$ cat src/rtl/fifo_drain.sv
// Burst drain engine: pops burst_len words from a registered-read FIFO and
// forwards them on a valid/ready stream through a 2-entry skid buffer.
module fifo_drain #(
  parameter int unsigned DATA_WIDTH = 8,
  parameter int unsigned CNT_WIDTH  = 8
) (
  input  logic                  r_clk,
  input  logic                  r_rst,
  input  logic                  start,
  input  logic [CNT_WIDTH-1:0]  burst_len,
  input  logic                  fifo_empty,
  output logic                  fifo_r_en,
  input  logic [DATA_WIDTH-1:0] fifo_r_data,
  output logic                  m_valid,
  output logic [DATA_WIDTH-1:0] m_data,
  input  logic                  m_ready,
  output logic                  busy,
  output logic                  done,
  output logic [CNT_WIDTH-1:0]  rd_count
);

  typedef enum logic [1:0] {IDLE, RUN, DONE} state_e;

  state_e                state_q, state_d;
  logic [CNT_WIDTH-1:0]  len_q, issued_q, rd_count_q;
  logic                  inflight_q;
  logic [1:0]            occ_q;
  logic [DATA_WIDTH-1:0] buf0_q, buf1_q;
  logic                  xfer;
  logic [1:0]            pending;

  always_ff @(posedge r_clk) begin
    if (r_rst) begin
      state_q <= IDLE;
    end else begin
      state_q <= state_d;
    end
  end

  always_comb begin
    state_d = state_q;
    unique case (state_q)
      IDLE: if (start) state_d = (burst_len == '0) ? DONE : RUN;
      RUN:  if (xfer && ((rd_count_q + CNT_WIDTH'(1)) == len_q)) state_d = DONE;
      DONE: state_d = IDLE;
      default: state_d = IDLE;
    endcase
  end

  // The word leaving this cycle frees its slot before the next pop can land,
  // which keeps back-to-back pops going at one word per cycle.
  always_comb begin
    m_valid   = (occ_q != 2'd0);
    xfer      = m_valid && m_ready;
    pending   = occ_q - {1'b0, xfer} + {1'b0, inflight_q};
    fifo_r_en = (state_q == RUN) && !fifo_empty && (issued_q < len_q) && (pending < 2'd2);
    busy      = (state_q != IDLE);
    done      = (state_q == DONE);
    m_data    = buf0_q;
    rd_count  = rd_count_q;
  end

  always_ff @(posedge r_clk) begin
    if (r_rst) begin
      len_q      <= '0;
      issued_q   <= '0;
      rd_count_q <= '0;
      inflight_q <= 1'b0;
      occ_q      <= 2'd0;
      buf0_q     <= '0;
      buf1_q     <= '0;
    end else begin
      inflight_q <= fifo_r_en;
      if (state_q == IDLE && start) begin
        len_q      <= burst_len;
        issued_q   <= '0;
        rd_count_q <= '0;
      end
      if (fifo_r_en) issued_q <= issued_q + CNT_WIDTH'(1);
      if (xfer) rd_count_q <= rd_count_q + CNT_WIDTH'(1);
      unique case ({inflight_q, xfer})
        2'b11: begin
          if (occ_q == 2'd1) begin
            buf0_q <= fifo_r_data;
          end else begin
            buf0_q <= buf1_q;
            buf1_q <= fifo_r_data;
          end
        end
        2'b10: begin
          if (occ_q == 2'd0) buf0_q <= fifo_r_data;
          else               buf1_q <= fifo_r_data;
          occ_q <= occ_q + 2'd1;
        end
        2'b01: begin
          buf0_q <= buf1_q;
          occ_q  <= occ_q - 2'd1;
        end
        default: ;
      endcase
    end
  end

endmodule

$ cat config.mk
export PLATFORM = sky130hd
export DESIGN_NAME = fifo_drain
export DESIGN_NICKNAME = d
export VERILOG_FILES = /design/src/rtl/fifo_drain.sv
export SDC_FILE = /design/constraint.sdc
export NUM_CORES = 1
export LEC_CHECK = 0
export CAP_MARGIN = 25
export CELL_PAD_IN_SITES_DETAIL_PLACEMENT = 1
export CELL_PAD_IN_SITES_GLOBAL_PLACEMENT = 1
export CORE_MARGIN = 8
export CORE_UTILIZATION = 42
export DETAILED_ROUTE_END_ITERATION = 16
export GPL_TIMING_DRIVEN = 0
export PLACE_DENSITY = 0.82
export RECOVER_POWER = 100
export SLEW_MARGIN = 0
export SYNTH_ARGS = -nofsm -noshare
export SYNTH_HDL_FRONTEND = slang
export SYNTH_SLANG_ARGS = --single-unit
$ cat constraint.sdc
create_clock -name r_clk -period 6.25 [get_ports r_clk]
set_clock_uncertainty 0.1 [all_clocks]
set_input_delay 0.625 -clock r_clk [delete_from_list [all_inputs] [get_ports r_clk]]
set_output_delay 0.625 -clock r_clk [all_outputs]
set_load 0.05 [all_outputs]
* Yosys cells after proc, flatten, opt, wreduce, memory -nomap -nowiden *
Index checks and enable logic that the tools add are counted.

cells by class
  add/subtract/negate cells = 6
  mux-type cells = 14
  magnitude comparators = 2
  reduce and logical (&&, ||, !) cells = 20
  equal/unequal tests = 12

operator list
  cell                   number
  $mux W8                7
  $pmux W8 S3            1
  $add A8 B1 Y8 const B  2
  $pmux W8 S2            1
  $reduce_bool A2 Y1     6
  $ne A2 B2 Y1 const B   5
  $eq A8 B8 Y1           1
  $logic_not A8 Y1       1
  $lt A8 B8 Y1           1
  $pmux W2 S2            2
  $eq A2 B1 Y1 const B   3
  $eq A2 B2 Y1 const B   3
  $logic_and A1 B1 Y1    6
  $mux W2                3
  $logic_not A2 Y1       2
  $reduce_and A2 Y1      2
  $reduce_and A3 Y1      1
  $reduce_bool A3 Y1     1
  $add A2 B1 Y2          1
  $add A2 B1 Y2 const B  1
  $lt A2 B2 Y1 const B   1
  $sub A2 B1 Y2          1
  $sub A2 B1 Y2 const B  1
  $logic_not A1 Y1       1

storage, ports and cells
  bits of input ports = 21
  word-level logic and storage cells = 62
  bits in registers = 45
  output and inout port bits = 20

* Longest topological paths before layout *
Gate-level depths: netlist of run 1.

  depth after elaboration = 7
  depth in mapped cells = 14
  gate-level depth less buffers = 13

* Worst setup path after synthesis of run 1 *
OpenSTA, ideal clock, no wires.

  kind = reg-to-output
  start point = register occ_q[0]
  end point = output port fifo_r_en
  slack = 2.932 ns
  path buffers = 1
  data arrival time = 2.593 ns
  required time = 5.525 ns
  stages on the path, launching flop included = 13
  path through = dfxtp_1 > inv_1 > ha_1 > inv_1 > nand2_1 > clkinv_1 > ha_1 > nor2b_1 > xnor2_1 > a211o_1 > or2_4 > inv_1 > buf_2

between the ends
  cells in the longest elaborated chain, start to end = 6

RTL lines
  item                    RTL line  RTL
  start, declared         27        logic [1:0] occ_q;
  start signal, assigned  93        occ_q <= occ_q + 2'd1;
  start signal, assigned  97        occ_q <= occ_q - 2'd1;
  $reduce_bool A2 Y1      53        m_valid = (occ_q != 2'd0);
  named net m_valid       14        output logic m_valid,
  $logic_and A1 B1 Y1     54        xfer = m_valid && m_ready;
  $sub A2 B1 Y2           55        pending = occ_q - {1'b0, xfer} + {1'b0, inflight_q};
  $add A2 B1 Y2           55
  $lt A2 B2 Y1            56        fifo_r_en = (state_q == RUN) && !fifo_empty && (issued_q < len_q) && (pending < 2'd2);
  $logic_and A1 B1 Y1     56
  end, declared           12        output logic fifo_r_en,

The timed path passes the listed nets, and every way through them passes these cells.

* Final worst setup path of run 1 *
  start point = input port m_ready
  end point = output port fifo_r_en

between the ends
  cells in the longest elaborated chain, start to end = 5

RTL lines
  item                 RTL line  RTL
  start, declared      16        input logic m_ready,
  $logic_and A1 B1 Y1  54
  $sub A2 B1 Y2        55
  $add A2 B1 Y2        55
  $lt A2 B2 Y1         56
  $logic_and A1 B1 Y1  56

No other way between the ends.

==> results of run 1 <==
==> layout make-up <==
class,instances,area (µm²)
Clock inverter,3,46.3
Inverter,16,60.1
Clock buffer,5,68.8
Sequential cell,45,901
Tap cell,72,90.1
Buffer,14,55.1
Multi-Input combinational cell,222,1410
Timing Repair Buffer,39,390
Fill cell,697,2550
==> metrics by stage <==
step / worst slack, ns / hold slack, ns / power, mW / area (µm²) / instances
after floorplan: 2.93 / 0.361 / 0.665 / 2440 / 297
after global placement: 1.74 / 0.373 / 0.799 / 2920 / 408
after detailed placement: 1.65 / 0.387 / 0.814 / 2920 / 408
after CTS: 1.67 / 0.410 / 1.04 / 3040 / 416
after global routing: 1.16 / 0.433 / 1.08 / 3030 / 416
final: 1.33 / 0.402 / 1.02 / 3030 / 416
==> power groups by stage <==
stage	clock network (mW)	registers [mW]	logic, mW
floorplan	0	0.434	0.231
global placement	0	0.359	0.440
detailed placement	0	0.361	0.453
CTS	0.229	0.355	0.455
global route	0.243	0.359	0.476
finish	0.226	0.353	0.439
==> placed cells by master, fill, tap and decap left out, types with 11 or more instances in the layout <==
cell type and instances:
nand3_1 17, ha_1 15, a211oi_1 11, inv_1 15
clkbuf_1 12, nand2_1 30, dfxtp_1 45, a21oi_1 23
clkdlybuf4s50_1 18, dlygate4sd3_1 21, nor2_1 34
==> sequential cells by signal, summed over array words and instances (netlist names) <==
name        count
state_q         2
rd_count        8
inflight_q      1
m_data          8
buf1_q          8
occ_q           2
len_q           8
issued_q        8
==> kinds of logic after synthesis <==
logic type / Yosys count
AND/OR/NAND/NOR: 112
flip-flops: 45
XOR/XNOR: 15
multiplexers: 10
adder cells (fa/ha/maj): 15
buffers and inverters: 30
AO/OA/AOI/OAI: 70
==> worst max path at each step <==
stage / depth (start not counted) / from / end / slack, ns
6_report: 11 / m_ready / fifo_r_en / 1.33
5_1_grt: 13 / occ_q[1] / fifo_r_en / 1.16
4_1_cts: 11 / m_ready / fifo_r_en / 1.67
3_5_place_dp: 11 / m_ready / fifo_r_en / 1.65
3_3_place_gp: 11 / m_ready / fifo_r_en / 1.74
2_1_floorplan: 12 / occ_q[0] / fifo_r_en / 2.93
==> worst register-to-register path, stage by stage, from the launching register on <==
cell and delay, ns:
dfxtp_1 0.34, inv_1 0.09, ha_1 0.17, inv_1 0.07
nand2_1 0.18, clkinv_1 0.33, ha_1 0.39, nor2b_1 0.14
xnor2_1 0.12, a211o_1 0.27, or2_2 0.29, inv_1 0.10
clkbuf_1 0.41, nand3b_1 0.14, a31oi_1 0.22
==> per-layer routing <==
layer / vias up / GRT usage
met5: - / 0
met1: 1130 / 0.213
met2: 41 / 0.304
li1: 1139 / -
met3: 11 / 0.0375
met4: 0 / 0.0456
==> results.toml, run 1 <==
[run_status]
status = "complete, no violations"

[global_route]
grt_max_degree = 16
grt_pass1_wl_um = 12300
antenna_found_initial = 0
grt-ovfl-total = 0
grt_usage = 0.175
first_global_vias = 2527

[floorplan]
core_area_mm2 = 0.00557
io_pins = 41
start_util = 0.438
std_cell_rows = 27
die_w_um = 92.2
die_height_um = 92.2
die_area_mm2 = 0.00851

[setup_path]
critPathCaptureType = "output pin"
max_stage_delay_ns = 0.95
worstSetupStartpointType = "primary input"
crit_slowest_cell = "dlygate4sd3_1"
crit_path_max_fanout = 10
r2r_end = "issued_q[4]"
r2r_cells = 14
arrival_ns = 4.19
required_ns = 5.52
path_buf_inv = 5
cpLargestDelayFamily = "buffers and inverters"
r2r_slack_ns = 2.82
path_cells = "clkdlybuf4s50_1 > nand2_1 > clkinv_1 > ha_1 > nor2b_1 > xnor2_1 > a211o_1 > or2_2 > inv_1 > clkbuf_1 > dlygate4sd3_1"
timing.rr.start = "occ_q[0]"
critical_path_class = "primary input to output pin"

[yosys]
yosysTopAreaCellShare = 0.369
syn_inst = 297
synth_compound_area_frac = 0.187
async_flop_share = 0
syn_area_per_cell_um2 = 8.22
ys_top_cells_by_area = "dfxtp_1 37%, ha_1 7.7%, nor2_1 5.2%"
synth_commonest_cells = "45 x dfxtp_1, 34 x nor2_1, 30 x nand2_1, 23 x a21oi_1, 17 x nand3_1"
synth_edf_count = 0
syn_nets = 333
synth_top_area_cell = "dfxtp_1"
yosys.area_share.adder = 0.0769
synth_mux_area_frac = 0.0415
synthXorXnorAreaFrac = 0.0538
ys_types = 43
synth-seq-area-share = 0.369
synthSimpleGateAreaFrac = 0.221
synth.most_common_cell = "dfxtp_1"
synth_area_mm2 = 0.00244
synth_top_family_by_area = "simple AND/OR/NAND/NOR gates"
synth-seq-cells = 45
yosys_warnings = 0
ys.flop_type = "dfxtp_1"

[layout]
area_delta_synth_final_pct = 23.9
final_nets = 379
diodes = 0
drive_above_1_share = 0.0407
fin_util = 0.543

[detailed_routing]
dr_total_vias = 2321
finalWirelength_um = 7180
wire_per_inst_um = 17.3
dr_wl_met3_um = 292
drc = 0
drt_iter0_drc = 95
post_drt_via_cell_ratio = 5.58
wl_met2_um = 3510
drt_first_pass_iters = 4
wl_met1_um = 3270
drtAntennaViolNets = 0
topRoutingLayerUsed = "met4"

[clock_network]
clk_pin_slew_ns = 0.09
cts_resized = 0
htreeDepth = 2
cts_tree = "yes"
cts_buffers = 5
clkLatencyLatePin_ns = 0.30
cts_root_buf = "clkbuf_8"
clockBufferDepth = 2
clock-sinks = 45
postCtsSetupRepairBufs = 0
ctsHoldBuffers = 0

[worst_hold_path]
min_from = "buf1_q[4]"
hold-path-endpoint = "buf1_q[4]"
worstHoldPathCells = 2
min-delay-path-class = "flip-flop to flip-flop"

[placed_design]
hpwl_um = 5550
port_buffers = 39
gp_congestion = 0.801

[timing]
slew_headroom = 0.306
finalCriticalPeriod_ns = 4.92
rsz0062_at_grt = "false"
finalSetupViolCount = 0
finalCritPeriodShare = 0.787
worst_pin_slew_ns = 1.04
slew_violations = 0
finalHoldViolCount = 0
fmax_mhz = 203
setup_tns_ns = 0

[flow_run]
cap_violations = 0

[pwr]
seq_power_share = 0.347
ir_drop_mv = 0.315
p_int_uw = 587
p_per_area_mw_per_mm2 = 337
p_leak_nw = 1.16
swShare = 0.424
p_sw_uw = 431
comb_power_share = 0.431
clockPowerShare = 0.222
(Power assumes the default switching activity.)
==> inputs of run 2 (changes only) <==
CORE_UTILIZATION = 35   (was 42)
PLACE_DENSITY = 0.73   (was 0.82)
clock period = 4 ns   (was 6.25 ns; I/O delays follow)
==> results.toml, run 2 (synthesis results as in run 1) <==
[detailed_routing]
drc = 0
drt_first_pass_iters = 4
post_drt_via_cell_ratio = 5.44
wire_per_inst_um = 16.8
drtAntennaViolNets = 0
finalWirelength_um = 7160
drt_iter0_drc = 90
dr_total_vias = 2313

[clock_network]
cts_buffers = 5
postCtsSetupRepairBufs = 0
clock-sinks = 45
cts_root_buf = "clkbuf_8"
clockBufferDepth = 2
cts_tree = "yes"
htreeDepth = 2
clk_pin_slew_ns = 0.10
clkLatencyLatePin_ns = 0.31

[pwr]
p_per_area_mw_per_mm2 = 509
p_leak_nw = 1.15
ir_drop_mv = 0.438
totalPowerFinal_mw = 1.54

[setup_path]
worstSetupStartpointType = "flip-flop"
critPathCaptureType = "output pin"
cp-startpoint = "occ_q[0]"
path_cells = "inv_1 > ha_1 > inv_1 > nand2_1 > clkinv_1 > ha_1 > nor2b_1 > xnor2_1 > a211o_1 > or2_4 > inv_1 > buf_2 > clkbuf_2"
required_ns = 3.50
crit_slowest_cell = "ha_1"
r2r_end = "issued_q[6]"
max_stage_delay_ns = 0.39
crit_path_max_fanout = 10
arrival_ns = 3.21
r2r_cells = 13
critical_path_class = "flip-flop to output pin"
r2r_slack_ns = 0.77
timing.rr.start = "occ_q[0]"
cp_common_cell = "inv_1"

[layout]
area_delta_synth_final_pct = 23.6
multi_input_area_mm2 = 0.00142
fillCellCount = 849
final_cells = 425
seq_area_um2 = 901
fin_area_mm2 = 0.00302
final_nets = 380
diodes = 0
mostFrequentLayoutCells = "45 x dfxtp_1, 34 x nor2_1, 30 x nand2_1"
final_common_cell = "dfxtp_1"
drive_above_1_share = 0.0464

[run_status]
status = "complete, no violations"

[placed_design]
place_area_mm2 = 0.00294
hpwl_um = 5440
port_buffers = 39
gp_congestion = 0.781
dp_cells = 417

[timing]
setup_tns_ns = 0
worst_pin_slew_ns = 0.723
rsz0062_at_grt = "false"
slew_headroom = 0.504
finalCritPeriodShare = 0.927
finalHoldViolCount = 0
finalCriticalPeriod_ns = 3.71
slew_violations = 0
finalSetupViolCount = 0
fmax_mhz = 270

[flow_run]
cap_violations = 0

[global_route]
grt_pass1_wl_um = 12200
grt_usage = 0.153
grt-ovfl-total = 0
first_global_vias = 2447
grt_max_degree = 17
antenna_found_initial = 0

[floorplan]
die_w_um = 99.5
die_height_um = 99.5
die_area_mm2 = 0.00990
io_pins = 41
core_area_mm2 = 0.00676
std_cell_rows = 30
start_util = 0.361

[worst_hold_path]
min_from = "buf1_q[7]"
worstHoldPathCells = 2
hold-path-endpoint = "buf1_q[7]"
min-delay-path-class = "flip-flop to flip-flop"
run 2: cell count changes in the layout (fill, tap and decap cells not counted):
cell and delta:
buf_2 +1, and2_1 +1, clkinv_4 -1, dlygate4sd3_1 -1
bufinv_16 -1, or2_2 -1, and2_0 -1, or2_4 +1
inv_6 +2, clkbuf_2 +1
run 2: metal layers:
layer,wire length (µm),vias to the layer above,track usage
met5,0,-,0
met4,92,0,0.0477
met3,244,8,0.0307
met2,3400,41,0.263
met1,3420,1116,0.187
li1,-,1148,-
run 2: where the power goes:
| part | switching, mW | total [mW] | internal [mW] |
|---|---|---|---|
| sequential | 0.0456 | 0.552 | 0.507 |
| combinational | 0.455 | 0.678 | 0.223 |
| clock | 0.178 | 0.306 | 0.128 |
| total | 0.679 | 1.54 | 0.857 |
run 2: worst max path at each step:
stage / endpoint / slack (ns) / depth (start not counted)
after CTS: fifo_r_en / 0.02 / 13
after detailed placement: fifo_r_en / -0.05 / 11
after global placement: fifo_r_en / -0.02 / 11
after floorplan: fifo_r_en / 0.91 / 12
after global routing: fifo_r_en / 0.01 / 13
final: fifo_r_en / 0.29 / 13
run 2: cell type report:
| cell class | count | area share |
|---|---|---|
| Buffer | 14 | 0.0187 |
| Clock buffer | 5 | 0.0228 |
| Clock inverter | 3 | 0.00830 |
| Inverter | 16 | 0.0199 |
| Multi-Input combinational cell | 222 | 0.470 |
| Sequential cell | 45 | 0.299 |
| Tap cell | 80 | 0.0332 |
| Timing Repair Buffer | 40 | 0.129 |
run 2: repair_timing:
item | CTS | global route
resized for setup | 2 | 1
hold buffers | 0 | 0
endpoints found under the setup margin | 1 | 1
run 2: through the flow:
| stage | util | hold slack, ns | setup WS, ns |
|---|---|---|---|
| after global routing | 0.446 | 0.440 | 0.0139 |
| final | 0.446 | 0.406 | 0.293 |
| after global placement | 0.434 | 0.374 | -0.0165 |
| after detailed placement | 0.435 | 0.382 | -0.0540 |
| after floorplan | - | 0.361 | 0.907 |
| after CTS | 0.449 | 0.412 | 0.0227 |
run 2: critical path, delay by kind of cell, from the launching register on:
kind,cells,cell delay [ns]
DFF,1,0.34
xor gates and xnor gates,1,0.09
adders and majority gates,2,0.57
buffers and inverters,6,1.12
AOI/OAI and AO/OA,1,0.25
and+or+nand+nor,3,0.54
